<file path="src/rtl/param_bus_datapath.sv">
// Single-bus CPU datapath: NREGS x WIDTH register file, special registers,
// priority bus arbitration with conflict flag, and an MDR memory handshake engine.
module param_bus_datapath #(
    parameter int unsigned WIDTH       = 32,
    parameter int unsigned NREGS       = 16,
    parameter int unsigned ADDR_W      = 9,
    parameter int unsigned MEM_TIMEOUT = 15
) (
    input  logic                 clk,
    input  logic                 reset,
    input  logic [NREGS-1:0]     reg_out,
    input  logic [NREGS-1:0]     reg_in,
    input  logic                 ba_out,
    input  logic                 pc_out,
    input  logic                 hi_out,
    input  logic                 lo_out,
    input  logic                 zhi_out,
    input  logic                 zlo_out,
    input  logic                 mdr_out,
    input  logic                 inport_out,
    input  logic                 pc_in,
    input  logic                 ir_in,
    input  logic                 y_in,
    input  logic                 hi_in,
    input  logic                 lo_in,
    input  logic                 mar_in,
    input  logic                 mdr_in,
    input  logic                 z_in,
    input  logic                 inport_in,
    input  logic                 inc_pc,
    input  logic [WIDTH-1:0]     inport_data,
    input  logic [2*WIDTH-1:0]   alu_result,
    input  logic                 mem_rd,
    input  logic                 mem_wr,
    input  logic                 mem_ack,
    input  logic [WIDTH-1:0]     mem_rdata,
    output logic                 mem_req,
    output logic                 mem_we,
    output logic [ADDR_W-1:0]    mem_addr,
    output logic [WIDTH-1:0]     mem_wdata,
    output logic                 mem_err,
    output logic                 busy,
    output logic [WIDTH-1:0]     bus,
    output logic                 bus_conflict,
    output logic [WIDTH-1:0]     y_val,
    output logic [WIDTH-1:0]     ir_val,
    output logic [WIDTH-1:0]     pc_val,
    output logic [WIDTH-1:0]     mdr_val,
    output logic [2*WIDTH-1:0]   z_val
);
    localparam int unsigned CNT_W = $clog2(MEM_TIMEOUT + 1);
    localparam int unsigned NSRC  = NREGS + 7;

    typedef enum logic [1:0] {
        ST_IDLE = 2'd0,
        ST_RD   = 2'd1,
        ST_WR   = 2'd2
    } mem_state_e;

    logic [WIDTH-1:0]   regs_q [NREGS];
    logic [WIDTH-1:0]   regs_d [NREGS];
    logic [WIDTH-1:0]   pc_q, pc_d, ir_q, ir_d, y_q, y_d, hi_q, hi_d, lo_q, lo_d;
    logic [WIDTH-1:0]   mdr_q, mdr_d, inport_q, inport_d;
    logic [ADDR_W-1:0]  mar_q, mar_d;
    logic [2*WIDTH-1:0] z_q, z_d;
    mem_state_e         state_q, state_d;
    logic [CNT_W-1:0]   cnt_q, cnt_d, cnt_inc;
    logic               req_q, req_d, we_q, we_d, err_q, err_d;
    logic [NSRC-1:0]    src_en;

    // Bus mux: lowest priority assigned first so higher-priority sources override.
    always_comb begin
        bus = '0;
        if (inport_out) bus = inport_q;
        if (mdr_out)    bus = mdr_q;
        if (pc_out)     bus = pc_q;
        if (zlo_out)    bus = z_q[WIDTH-1:0];
        if (zhi_out)    bus = z_q[2*WIDTH-1:WIDTH];
        if (lo_out)     bus = lo_q;
        if (hi_out)     bus = hi_q;
        for (int i = int'(NREGS) - 1; i >= 0; i--) begin
            if (reg_out[i]) bus = (i == 0 && ba_out) ? '0 : regs_q[i];
        end
    end

    assign src_en       = {reg_out, hi_out, lo_out, zhi_out, zlo_out, pc_out, mdr_out, inport_out};
    assign bus_conflict = ($countones(src_en) > 1);

    always_comb begin
        for (int i = 0; i < int'(NREGS); i++) begin
            regs_d[i] = reg_in[i] ? bus : regs_q[i];
        end
        ir_d     = ir_in ? bus : ir_q;
        y_d      = y_in  ? bus : y_q;
        hi_d     = hi_in ? bus : hi_q;
        lo_d     = lo_in ? bus : lo_q;
        mar_d    = mar_in ? bus[ADDR_W-1:0] : mar_q;
        z_d      = z_in ? alu_result : z_q;
        inport_d = inport_in ? inport_data : inport_q;
        if (pc_in)       pc_d = bus;
        else if (inc_pc) pc_d = pc_q + WIDTH'(1);
        else             pc_d = pc_q;
    end

    // Memory engine; MDR takes the bus only while idle.
    always_comb begin
        state_d = state_q;
        cnt_d   = cnt_q;
        err_d   = err_q;
        req_d   = 1'b0;
        we_d    = 1'b0;
        mdr_d   = (mdr_in && state_q == ST_IDLE) ? bus : mdr_q;
        cnt_inc = cnt_q + CNT_W'(1);
        case (state_q)
            ST_IDLE: begin
                if (mem_rd) begin
                    state_d = ST_RD;
                    cnt_d   = '0;
                    err_d   = 1'b0;
                    req_d   = 1'b1;
                end else if (mem_wr) begin
                    state_d = ST_WR;
                    cnt_d   = '0;
                    err_d   = 1'b0;
                    req_d   = 1'b1;
                    we_d    = 1'b1;
                end
            end
            ST_RD, ST_WR: begin
                if (mem_ack) begin
                    state_d = ST_IDLE;
                    if (state_q == ST_RD) mdr_d = mem_rdata;
                end else begin
                    cnt_d = cnt_inc;
                    if (cnt_inc == CNT_W'(MEM_TIMEOUT)) begin
                        state_d = ST_IDLE;
                        err_d   = 1'b1;
                    end else begin
                        req_d = 1'b1;
                        we_d  = (state_q == ST_WR);
                    end
                end
            end
            default: state_d = ST_IDLE;
        endcase
    end

    always_ff @(posedge clk or negedge reset) begin
        if (!reset) begin
            regs_q   <= '{default: '0};
            pc_q     <= '0;
            ir_q     <= '0;
            y_q      <= '0;
            hi_q     <= '0;
            lo_q     <= '0;
            mar_q    <= '0;
            mdr_q    <= '0;
            z_q      <= '0;
            inport_q <= '0;
            state_q  <= ST_IDLE;
            cnt_q    <= '0;
            req_q    <= 1'b0;
            we_q     <= 1'b0;
            err_q    <= 1'b0;
        end else begin
            regs_q   <= regs_d;
            pc_q     <= pc_d;
            ir_q     <= ir_d;
            y_q      <= y_d;
            hi_q     <= hi_d;
            lo_q     <= lo_d;
            mar_q    <= mar_d;
            mdr_q    <= mdr_d;
            z_q      <= z_d;
            inport_q <= inport_d;
            state_q  <= state_d;
            cnt_q    <= cnt_d;
            req_q    <= req_d;
            we_q     <= we_d;
            err_q    <= err_d;
        end
    end

    assign mem_req   = req_q;
    assign busy      = req_q;
    assign mem_we    = we_q;
    assign mem_err   = err_q;
    assign mem_addr  = mar_q;
    assign mem_wdata = mdr_q;
    assign y_val     = y_q;
    assign ir_val    = ir_q;
    assign pc_val    = pc_q;
    assign mdr_val   = mdr_q;
    assign z_val     = z_q;

endmodule

</file>
<file path="config.mk">
export PLATFORM = sky130hd
export DESIGN_NAME = param_bus_datapath
export DESIGN_NICKNAME = d
export VERILOG_FILES = /design/src/rtl/param_bus_datapath.sv
export SDC_FILE = /design/constraint.sdc
export NUM_CORES = 2
export LEC_CHECK = 0
export ABC_CLOCK_PERIOD_IN_PS = 6600
export CELL_PAD_IN_SITES_DETAIL_PLACEMENT = 0
export CELL_PAD_IN_SITES_GLOBAL_PLACEMENT = 2
export CORE_UTILIZATION = 33
export DETAILED_ROUTE_END_ITERATION = 7
export HOLD_SLACK_MARGIN = 0.08
export PLACE_DENSITY_LB_ADDON = 0.08
export SETUP_SLACK_MARGIN = 0.1
export SLEW_MARGIN = 30
export SYNTH_ARGS = -nofsm -noshare
export SYNTH_HDL_FRONTEND = slang
export SYNTH_SLANG_ARGS = --single-unit
</file>
<file path="constraint.sdc">
create_clock -name clk -period 6.6 [get_ports clk]
set_input_delay 1.32 -clock clk [delete_from_list [all_inputs] [get_ports clk]]
set_output_delay 1.32 -clock clk [all_outputs]
set_load 0.1 [all_outputs]
</file>
==> flow_summary_export.csv <==
group,metric,value,unit
global_routing,grt_antenna_before_repair,15,
global_routing,grt_max_degree,153,
yosys,synth-edff-count,0,
timing,max_slew_margin,30.0,%
clocking,cts_root_buffer,"clkbuf_16",
yosys,netlist_top_cells_area,"dfrtp_1, mux2_2, a21oi_1, nor2_1, clkbuf_1",
global_routing,track_usage,27.7,%
global_routing,grt_pass1_vias,31492,
worst_hold_path,hp-class,"flip-flop to flip-flop",
yosys,seq_area_frac_synth,52.3,%
place,io_buffers,452,
timing,period_minus_slack,6780,ps
place,dp_hpwl,117,mm
floorplan,die_h,347,um
finish,final_area,0.0489,mm2
clocking,path_clk_slew,60,ps
timing,worst_slack,-182,ps
floorplan,die_area,0.120,mm2
floorplan,rows,126,
clocking,cts_tree,"yes",
yosys,synth.distinct_cells,83,
yosys,synth_flop_cell,"dfrtp_1",
clocking,htree_levels,3,
place,dp_slack,-701,ps
floorplan,io_pins,453,
timing,fin_crit_sh,103,%
setup_path,crit_type,"input pin to primary output",
power,p_leak,0.0207,uW
finish,fin_cells,5901,
yosys,netlist_area,0.0392,mm2
place,place_inst,5716,
detailed_routing,vias,32606,
global_routing,grt_pass1_wl,241,mm
place,gp_congestion,0.870,
floorplan,core,0.118,mm2
timing,final_max_slew_viol_count,0,
clocking,cts_hold_buffers,0,
clocking,insertion_delay,740,ps
yosys,yosysTopAreaCell,"dfrtp_1",
yosys,yosysTopAreaCellShare,52.3,%
detailed_routing,wire_per_inst,28.5,um
detailed_routing,drc,0,
clocking,clkSinkCount,818,
detailed_routing,avgViaCountPerCell,5.53,
timing,fin_skew,43.7,ps
timing,setup_violations,1,
power,power.density,389,mW/mm2
finish,drive_above_1_share,17.9,%
timing,rsz0062_at_grt,"true",
clocking,numCtsBuffers,99,
yosys,synthCells,3963,
timing,max_freq,147,MHz
yosys,yosys_warnings,0,
floorplan,initial_utilization,33.2,%
yosys,syn_nets,4175,
finish,final_nets,4494,
timing,tightest_slew,1040,ps
yosys,avgSynthCellArea,9.88,um2
setup_path,end_kind,"primary output",
timing,hold_violations,0,
yosys,synthArstFlopShare,100,%
run_status,violations,"negative setup slack",
yosys,synth_common_cells,"dfrtp_1, a21oi_1, nor2_1",
setup_path,worst-path-max-fanout,2,
floorplan,die_w,347,um
clocking,clk_path_buf_depth,3,
global_routing,grt_overflow,0,
run_status,status,"finished with violations",
yosys,synth_most_common_cell,"dfrtp_1",
yosys,ys_seq_elements,818,
run,cap_violations,0,
setup_path,worst_ep_arrival_time,5460,ps
detailed_routing,wl,168,mm
setup_path,critPathLaunchType,"input pin",
power,vdd_drop_max,0.257,mV
detailed_routing,firstDrtPassIters,6,
detailed_routing,drt_iter0_markers,3079,
finish,syn_to_final_growth,24.9,%
place,postPlaceCellArea,0.0454,mm2
detailed_routing,drtAntennaViolNets,0,
setup_path,cp.required,5280,ps
==> sequential cells by signal, indices dropped and copies added (netlist names) <==
signal,flops
pc_val,32
mdr_val,32
z_val,64
mem_addr,9
regs_q,512
hi_q,32
ir_val,32
state_q,2
mem_we,1
inport_q,32
y_val,32
mem_err,1
cnt_q,4
busy,1
lo_q,32
==> per-layer routing <==
layer / vias up / GRT usage [%] / share of wire [%]
li1: 14603 / - / -
met1: 16801 / 41.0 / 47
met3: 189 / 4.57 / 6.1
met5: - / 0 / 0.0077
met4: 2 / 6.78 / 2.5
met2: 1011 / 41.8 / 44
==> cell families after synthesis <==
kind of cell / after synthesis / synth area share [%]
AOI/OAI and AO/OA: 1233 / 19.6
xor gates and xnor gates: 30 / 0.671
adders and majority gates: 29 / 1.23
buffers and inverters: 492 / 5.40
DFF: 818 / 52.3
muxes: 296 / 8.49
and+or+nand+nor: 1065 / 12.4
==> cell type report <==
class / instances / area (um2)
timing repair buffer: 595 / 5840
fill: 11698 / 69000
antenna: 7 / 17.5
multi-input combinational: 2653 / 16800
clock inverter: 35 / 573
sequential: 818 / 20500
clock buffer: 142 / 2880
inverter: 115 / 442
tap: 1536 / 1920
==> critical path, cell delays in order <==
cell     delay [ps]
buf_8           100
fa_1            550
inv_2            80
fa_1            530
fa_1            450
fa_1            550
fa_1            430
fa_2            370
fa_1            500
nor4b_4         240
nand2_4         140
buf_12          190
==> through the flow <==
stage	TNS [ps]	hold slack (ps)	util (%)	total power (uW)
after floorplan	0	472	-	11000
after global placement	-659	481	38.6	13300
after detailed placement	-701	487	38.5	13300
after CTS	-407	500	41.5	19200
after global routing	-311	511	41.5	19800
final	-182	496	41.5	19000
==> where the power goes <==
part / internal [uW] / switching [uW]
Combinational: 1860 / 4750
Sequential: 5850 / 766
Clock: 3410 / 2410
Total: 11100 / 7920
==> placed cells by master (no fill, tap or decap), types with 22 or more instances in the layout <==
cell type	instances
dfrtp_1	818
a21oi_1	599
nor2_1	548
clkdlybuf4s50_1	369
mux2_2	288
nand2_1	221
buf_4	143
o21ai_0	128
inv_1	104
clkbuf_16	99
nor2b_1	63
a221oi_1	59
o22ai_1	55
buf_12	39
buf_2	36
a211oi_1	34
a31oi_1	33
nand2b_1	28
a21o_1	28
a22oi_1	28
o31ai_1	27
a21oi_2	25
nand3b_1	24
clkbuf_8	24
o22a_1	23
o21bai_1	22
==> what timing repair did <==
item / CTS / global route
pin swaps: 11 / 11
gates resized for setup: 34 / 18
buffers inserted: 1 / 0
endpoints found under the setup margin: 1 / 1
==> final timing paths <==
| path | endpoint | startpoint | cells after the start | slack [ps] |
|---|---|---|---|---|
| hold / removal | regs_q[32] | regs_q[32] | 1 | 500 |
| setup / recovery | bus_conflict | reg_out[0] | 12 | -180 |
| setup reg to reg | pc_val[31] | pc_val[2] | 6 | 3300 |
| min in group asynchronous | cnt_q[2] | reset | 1 | 610 |
| max in group asynchronous | ir_val[12] | reset | 3 | 4500 |
| hold reg to reg | regs_q[32] | regs_q[32] | 1 | 500 |
Note: power is estimated with default switching activity, not from simulation.
